File: src/rtl/router_pkt_tx_pkg.sv
// +----------------------------------------------------------------------------+
// | router_pkt_tx_pkg : shared types and header packing for the packet source  |
// | Revision 1.0                                                               |
// +----------------------------------------------------------------------------+
`default_nettype none

package router_pkt_tx_pkg;

  localparam int                    HDR_LEN_W    = 6;
  localparam int                    HDR_ADDR_W   = 2;
  localparam logic [HDR_ADDR_W-1:0] MAX_PORT     = 2'd2;
  localparam logic [7:0]            CORRUPT_MASK = 8'h01;

  typedef enum logic [2:0] {
    ST_IDLE    = 3'd0,
    ST_HEADER  = 3'd1,
    ST_PAYLOAD = 3'd2,
    ST_PARITY  = 3'd3,
    ST_GAP     = 3'd4
  } tx_state_t;

  function automatic logic [7:0] pack_header(input logic [HDR_LEN_W-1:0]  len,
                                             input logic [HDR_ADDR_W-1:0] addr);
    return {len, addr};
  endfunction

endpackage

`default_nettype wire

File: src/rtl/router_pkt_tx_fifo.sv
// +----------------------------------------------------------------------------+
// | router_pkt_tx_fifo : DEPTH x 8 first-word-fall-through payload buffer      |
// | Revision 1.0                                                               |
// +----------------------------------------------------------------------------+
`default_nettype none

module router_pkt_tx_fifo #(
  parameter int DEPTH = 64,
  parameter int CNT_W = 7
) (
  input  logic             clock,
  input  logic             reset,
  input  logic             push,
  input  logic [7:0]       push_data,
  input  logic             pop,
  output logic [7:0]       head,
  output logic             full,
  output logic             empty,
  output logic [CNT_W-1:0] count
);

  localparam int PTR_W = (DEPTH > 1) ? $clog2(DEPTH) : 1;

  logic [7:0]       mem [DEPTH];
  logic [PTR_W-1:0] wr_ptr;
  logic [PTR_W-1:0] rd_ptr;
  logic             do_push;
  logic             do_pop;

  function automatic logic [PTR_W-1:0] ptr_inc(input logic [PTR_W-1:0] p);
    return (p == PTR_W'(DEPTH - 1)) ? '0 : p + PTR_W'(1);
  endfunction

  assign empty   = (count == '0);
  assign full    = (count == CNT_W'(DEPTH));
  assign do_pop  = pop & ~empty;
  // A pop frees a slot in the same cycle, so a full buffer still takes the push.
  assign do_push = push & (~full | do_pop);
  assign head    = mem[rd_ptr];

  always_ff @(posedge clock) begin
    if (reset) begin
      wr_ptr <= '0;
      rd_ptr <= '0;
      count  <= '0;
    end else begin
      if (do_push) wr_ptr <= ptr_inc(wr_ptr);
      if (do_pop)  rd_ptr <= ptr_inc(rd_ptr);
      case ({do_push, do_pop})
        2'b10:   count <= count + CNT_W'(1);
        2'b01:   count <= count - CNT_W'(1);
        default: count <= count;
      endcase
    end
  end

  always_ff @(posedge clock) begin
    if (do_push) mem[wr_ptr] <= push_data;
  end

endmodule

`default_nettype wire

File: src/rtl/router_pkt_tx.sv
// +----------------------------------------------------------------------------+
// | router_pkt_tx : buffered header/payload/parity packet source for router    |
// | Revision 1.0                                                               |
// +----------------------------------------------------------------------------+
`default_nettype none

module router_pkt_tx
  import router_pkt_tx_pkg::*;
#(
  parameter int BUF_DEPTH = 64,
  parameter int CNT_W     = 7,
  parameter int GAP_CYC   = 1
) (
  input  logic                 clock,
  input  logic                 reset,
  input  logic                 wr_en,
  input  logic [7:0]           wr_data,
  output logic                 buf_full,
  output logic [CNT_W-1:0]     buf_count,
  input  logic                 start,
  input  logic [HDR_ADDR_W-1:0] dest_addr,
  input  logic [HDR_LEN_W-1:0] payload_len,
  input  logic                 corrupt_parity,
  input  logic                 busy,
  output logic                 pkt_valid,
  output logic [7:0]           data_out,
  output logic                 tx_ready,
  output logic                 tx_done,
  output logic                 req_rej
);

  localparam int GAP_W = (GAP_CYC > 1) ? $clog2(GAP_CYC) : 1;

  tx_state_t            state, state_nx;
  logic [7:0]           data_nx;
  logic                 valid_nx, done_nx, rej_nx;
  logic [HDR_LEN_W-1:0] len_q, len_nx;
  logic [HDR_LEN_W-1:0] remaining, rem_nx;
  logic [7:0]           parity, par_nx;
  logic                 corrupt_q, corrupt_nx;
  logic [GAP_W-1:0]     gap_cnt, gap_nx;
  logic                 pop_req;
  logic                 fifo_pop;
  logic                 fifo_empty;
  logic [7:0]           fifo_head;
  logic                 start_legal;

  router_pkt_tx_fifo #(
    .DEPTH (BUF_DEPTH),
    .CNT_W (CNT_W)
  ) u_fifo (
    .clock     (clock),
    .reset     (reset),
    .push      (wr_en),
    .push_data (wr_data),
    .pop       (fifo_pop),
    .head      (fifo_head),
    .full      (buf_full),
    .empty     (fifo_empty),
    .count     (buf_count)
  );

  assign tx_ready    = (state == ST_IDLE);
  assign fifo_pop    = pop_req & ~fifo_empty;
  // Length is checked against the buffer up front, so the payload can never underrun.
  assign start_legal = (dest_addr <= MAX_PORT) && (payload_len != '0) &&
                       (buf_count >= CNT_W'(payload_len));

  always_comb begin
    state_nx   = state;
    data_nx    = data_out;
    valid_nx   = pkt_valid;
    done_nx    = 1'b0;
    rej_nx     = 1'b0;
    len_nx     = len_q;
    rem_nx     = remaining;
    par_nx     = parity;
    corrupt_nx = corrupt_q;
    gap_nx     = gap_cnt;
    pop_req    = 1'b0;

    case (state)
      ST_IDLE: begin
        if (start) begin
          if (start_legal) begin
            data_nx    = pack_header(payload_len, dest_addr);
            par_nx     = pack_header(payload_len, dest_addr);
            valid_nx   = 1'b1;
            len_nx     = payload_len;
            corrupt_nx = corrupt_parity;
            state_nx   = ST_HEADER;
          end else begin
            rej_nx = 1'b1;
          end
        end
      end
      ST_HEADER: begin
        if (!busy) begin
          data_nx  = fifo_head;
          par_nx   = parity ^ fifo_head;
          pop_req  = 1'b1;
          rem_nx   = len_q;
          state_nx = ST_PAYLOAD;
        end
      end
      ST_PAYLOAD: begin
        if (!busy) begin
          rem_nx = remaining - HDR_LEN_W'(1);
          if (remaining > HDR_LEN_W'(1)) begin
            data_nx = fifo_head;
            par_nx  = parity ^ fifo_head;
            pop_req = 1'b1;
          end else begin
            valid_nx = 1'b0;
            data_nx  = parity ^ (corrupt_q ? CORRUPT_MASK : 8'h00);
            state_nx = ST_PARITY;
          end
        end
      end
      ST_PARITY: begin
        if (!busy) begin
          done_nx  = 1'b1;
          data_nx  = 8'h00;
          gap_nx   = GAP_W'(GAP_CYC - 1);
          state_nx = (GAP_CYC == 0) ? ST_IDLE : ST_GAP;
        end
      end
      ST_GAP: begin
        if (gap_cnt == '0) state_nx = ST_IDLE;
        else               gap_nx   = gap_cnt - GAP_W'(1);
      end
      default: state_nx = ST_IDLE;
    endcase
  end

  always_ff @(posedge clock) begin
    if (reset) begin
      state     <= ST_IDLE;
      data_out  <= 8'h00;
      pkt_valid <= 1'b0;
      tx_done   <= 1'b0;
      req_rej   <= 1'b0;
      len_q     <= '0;
      remaining <= '0;
      parity    <= 8'h00;
      corrupt_q <= 1'b0;
      gap_cnt   <= '0;
    end else begin
      state     <= state_nx;
      data_out  <= data_nx;
      pkt_valid <= valid_nx;
      tx_done   <= done_nx;
      req_rej   <= rej_nx;
      len_q     <= len_nx;
      remaining <= rem_nx;
      parity    <= par_nx;
      corrupt_q <= corrupt_nx;
      gap_cnt   <= gap_nx;
    end
  end

endmodule

`default_nettype wire

File: config.mk
export PLATFORM = sky130hd
export DESIGN_NAME = router_pkt_tx
export DESIGN_NICKNAME = d
export VERILOG_FILES = /design/src/rtl/router_pkt_tx_pkg.sv /design/src/rtl/router_pkt_tx_fifo.sv /design/src/rtl/router_pkt_tx.sv
export SDC_FILE = /design/constraint.sdc
export NUM_CORES = 1
export LEC_CHECK = 0
export BUFFER_PORTS_ARGS = -buffer_cell sky130_fd_sc_hd__buf_4
export CORE_MARGIN = 2
export CORE_UTILIZATION = 56
export CTS_BUF_LIST = sky130_fd_sc_hd__clkbuf_16
export DETAILED_ROUTE_END_ITERATION = 10
export GPL_ROUTABILITY_DRIVEN = 0
export GPL_TIMING_DRIVEN = 0
export PLACE_DENSITY_LB_ADDON = 0.15
export SLEW_MARGIN = 20
export SYNTH_ARGS = -nofsm -noshare
export SYNTH_HDL_FRONTEND = slang
export SYNTH_SLANG_ARGS = --single-unit
File: constraint.sdc
create_clock -name clock -period 3.7 [get_ports clock]
set_input_delay 0.185 -clock clock [delete_from_list [all_inputs] [get_ports clock]]
set_output_delay 0.185 -clock clock [all_outputs]
set_load 0.03 [all_outputs]
==> results.md <==
* P per Cell Area at 503.4 nW/um2
* Area contributors post-synth: edfxtp_1, mux4_2, dfxtp_1, mux2i_1, nor2_1
* Post-DP HPWL at 38600 um
* DRT antenna net count at 0
* Worst rel slew slack at 29.52%
* CTS sink count at 572
* Area fraction of the dominant cell type after synthesis at 66.68%
* Worst Path Required at 4220 ps
* Status: complete, no violations
* Cell type with the largest total area after synthesis: edfxtp_1
* Total number of vias at 13320
* Pin count of the biggest net entering global routing at 65
* Period minus WS final at 3607 ps
* Top_reg_cell synth: edfxtp_1
* CTS tree: done
* First-pass GRT wire length at 86610 um
* Worst-path fanout max at 10
* Gate Count Post-Synth at 1344
* Final Net Count at 1492
* Setup Skew at 21.83 ps
* Cell variety after synth at 63
* Layout area overhead at 13.31%
* DR iter-0 viols at 1773
* Fmax at 277.3 MHz
* Vias in the first global route at 12770
* Hold_ws at 124.5 ps
* Grt met1 use at 41.12%
* Post-Syn Area at 23060 um2
* GRT Max-Usage Layer: met2
* Post-synthesis sequential area ratio at 71.89%
* Total CTS buffers at 57
* Longest Clk Path Bufs at 3
* Initial Util at 56.60%
* H-tree depth at 2
* Peak VDD IR at 0.0004236 V
* Avg Synthesized Cell Area at 17.16 um2
* ANT cells at 0
* I/O pins at 42
* Pre-antenna DRT Iters at 5
* Port Buf Inserts at 40
* Max-slew violations at 0
* Final-report setup violation count at 0
* Hold Path Class: input port to flip-flop
* Via-to-Cell Ratio at 6.550
* Initial antenna violation count at 0
* Final Cell Area at 26130 um2
* Async set-reset flop share out of synthesis at 0%
* Chip Width at 206.9 um
* Drt drc at 0
* Hold_sp: wr_en
* Hold Violations, Final at 0
* Non-filler cells in the finished layout at 2034
* Slew @ Worst Pin at 1053 ps
* Root buffer cell: clkbuf_16
* Die H at 206.9 um
* M3 GR Usage at 7.143%
* CP Launch Type: flip-flop
* Clock transition at path regs at 60 ps
* Leakage at 0.008271 uW
* Arr. time, crit path at 4130 ps
* Tot GR Track Use at 29.07%
* Fraction of layout cells with a size suffix above 1 at 19.91%
* Grt ovf at 0
* Clk_lat worst skew at 620 ps
* Site Rows at 74
* Critical Setup Path Class: flip-flop to flip-flop
* Core area at 40740 um2
* Max Cap Viol at 0
* Synth warn at 0
* Area of the die at 42810 um2
* EDFF count, synth at 512
* Post-place instance area at 24050 um2
* Grt met2 use at 43.46%
* Tcrit/Tclk final at 97.48%
* FF+latch count, synth at 572
* Syn nets at 1379
* CP Capture Type: flip-flop
* Placed cells at 1916
* Final wirelength at 60740 um
* DR WL/cell at 29.86 um
## logic make-up after synthesis
kind of cell	count (synthesis)	synth area share (%)
compound gates	193	5.638
xor+xnor	16	0.6077
fa+ha+maj	13	0.7054
buf+inv	89	1.845
flops	572	71.89
mux	156	12.85
simple gates	305	6.468
## stage by stage
| stage | TNS [ps] | setup WS, ps | total power, uW | util (%) |
|---|---|---|---|---|
| floorplan | 0 | 52.14 | 7315 | - |
| global placement | -1048 | -467.3 | 7480 | 59.04 |
| detailed placement | -1120 | -480.2 | 7492 | 59.04 |
| CTS | 0 | 17.61 | 13190 | 64.01 |
| global route | -19.79 | -19.79 | 13470 | 64.13 |
| finish | 0 | 93.17 | 13150 | 64.13 |
## sequential cells by signal, summed over array words and instances (netlist names), named ones only
name / cells
parity: 8
tx_done: 1
state: 3
u_fifo.wr_ptr: 6
data_out: 8
pkt_valid: 1
u_fifo.count: 7
len_q: 6
req_rej: 1
corrupt_q: 1
u_fifo.rd_ptr: 6
u_fifo.mem: 512
remaining: 6
## timing repair
item                                   CTS  global route
hold buffers                            11             0
setup endpoints to repair                7             5
endpoints found under the hold margin   22             0
buffers inserted                         3             2
resized for setup                        5            11
pin swaps                                4             9
gates cloned                             0             0
## critical path, stage by stage, from the launching register on
cell      delay (ps)
dfxtp_1          570
and2_1           190
clkbuf_1         700
clkbuf_1         700
a22oi_1          350
a21oi_1          350
nor4_2           160
nor2_1           140
a221oi_1          70
a211oi_1         280
## worst paths after layout
kind / slack, ps / depth (start not counted) / end
worst max-delay path: 90 / 9 / data_out[0]
worst min-delay path: 120 / 4 / u_fifo.wr_ptr[5]
worst max register to register: 90 / 9 / data_out[0]
worst min register to register: 470 / 2 / len_q[5]
## metal layers
metal,up-vias,part of all wire [%],wire length [um]
met5,-,0,0
met3,146,9.9,6039
met4,0,4.4,2677
met2,737,46,27740
met1,6827,40,24280
li1,5613,-,-
## layout make-up
class	count	area, um2
Fill cell	2868	14610
Tap cell	532	665.6
Sequential cell	572	16580
Timing Repair Buffer	56	447.9
Clock inverter	46	415.4
Inverter	16	60.06
Clock buffer	58	1451
Multi-Input combinational cell	683	6127
Buffer	71	376.6
## cells in the final DEF (no fill, tap or decap), types with 8 or more instances in the layout
| cell type | n |
|---|---|
| a21oi_1 | 54 |
| a221oi_1 | 9 |
| a22oi_1 | 47 |
| buf_2 | 13 |
| buf_4 | 54 |
| clkbuf_1 | 34 |
| clkbuf_16 | 58 |
| clkinv_1 | 15 |
| clkinv_2 | 11 |
| dfxtp_1 | 57 |
| dlygate4sd3_1 | 11 |
| edfxtp_1 | 512 |
| ha_1 | 11 |
| inv_1 | 22 |
| mux2i_1 | 44 |
| mux4_2 | 112 |
| nand2_1 | 67 |
| nand2b_1 | 9 |
| nand3_1 | 18 |
| nor2_1 | 110 |
| nor2b_1 | 13 |
| nor3_1 | 18 |
| nor4_1 | 8 |
| o21ai_0 | 21 |
| o21ai_1 | 8 |
| or3_1 | 9 |
| xor2_1 | 10 |
## synth_stat cells, drive strengths merged, types with 4 or more instances
cell / instances
nand3: 18
ha: 13
nand2b: 9
inv: 16
nor2: 111
xnor2: 6
a22oi: 47
a31oi: 4
xor2: 10
a32oi: 7
edfxtp: 512
a21o: 4
nand3b: 6
mux4: 112
a211oi: 8
nand4: 8
nor3b: 4
a41oi: 5
a21oi: 56
clkbuf: 35
mux2i: 44
nor2b: 13
buf: 38
or3: 9
a221oi: 12
or2: 6
and2: 5
and3b: 6
nor3: 18
and3: 6
o21ai: 30
dfxtp: 60
nand2: 67
nor4: 9
## report_power, final
| part | total (uW) | switching, uW | internal [uW] | leakage (uW) |
|---|---|---|---|---|
| Combinational | 305 | 226 | 79.4 | 0.00224 |
| Sequential | 7070 | 15.4 | 7050 | 0.00509 |
| Clock | 5780 | 2450 | 3330 | 0.000939 |
(Power assumes the default switching activity.)
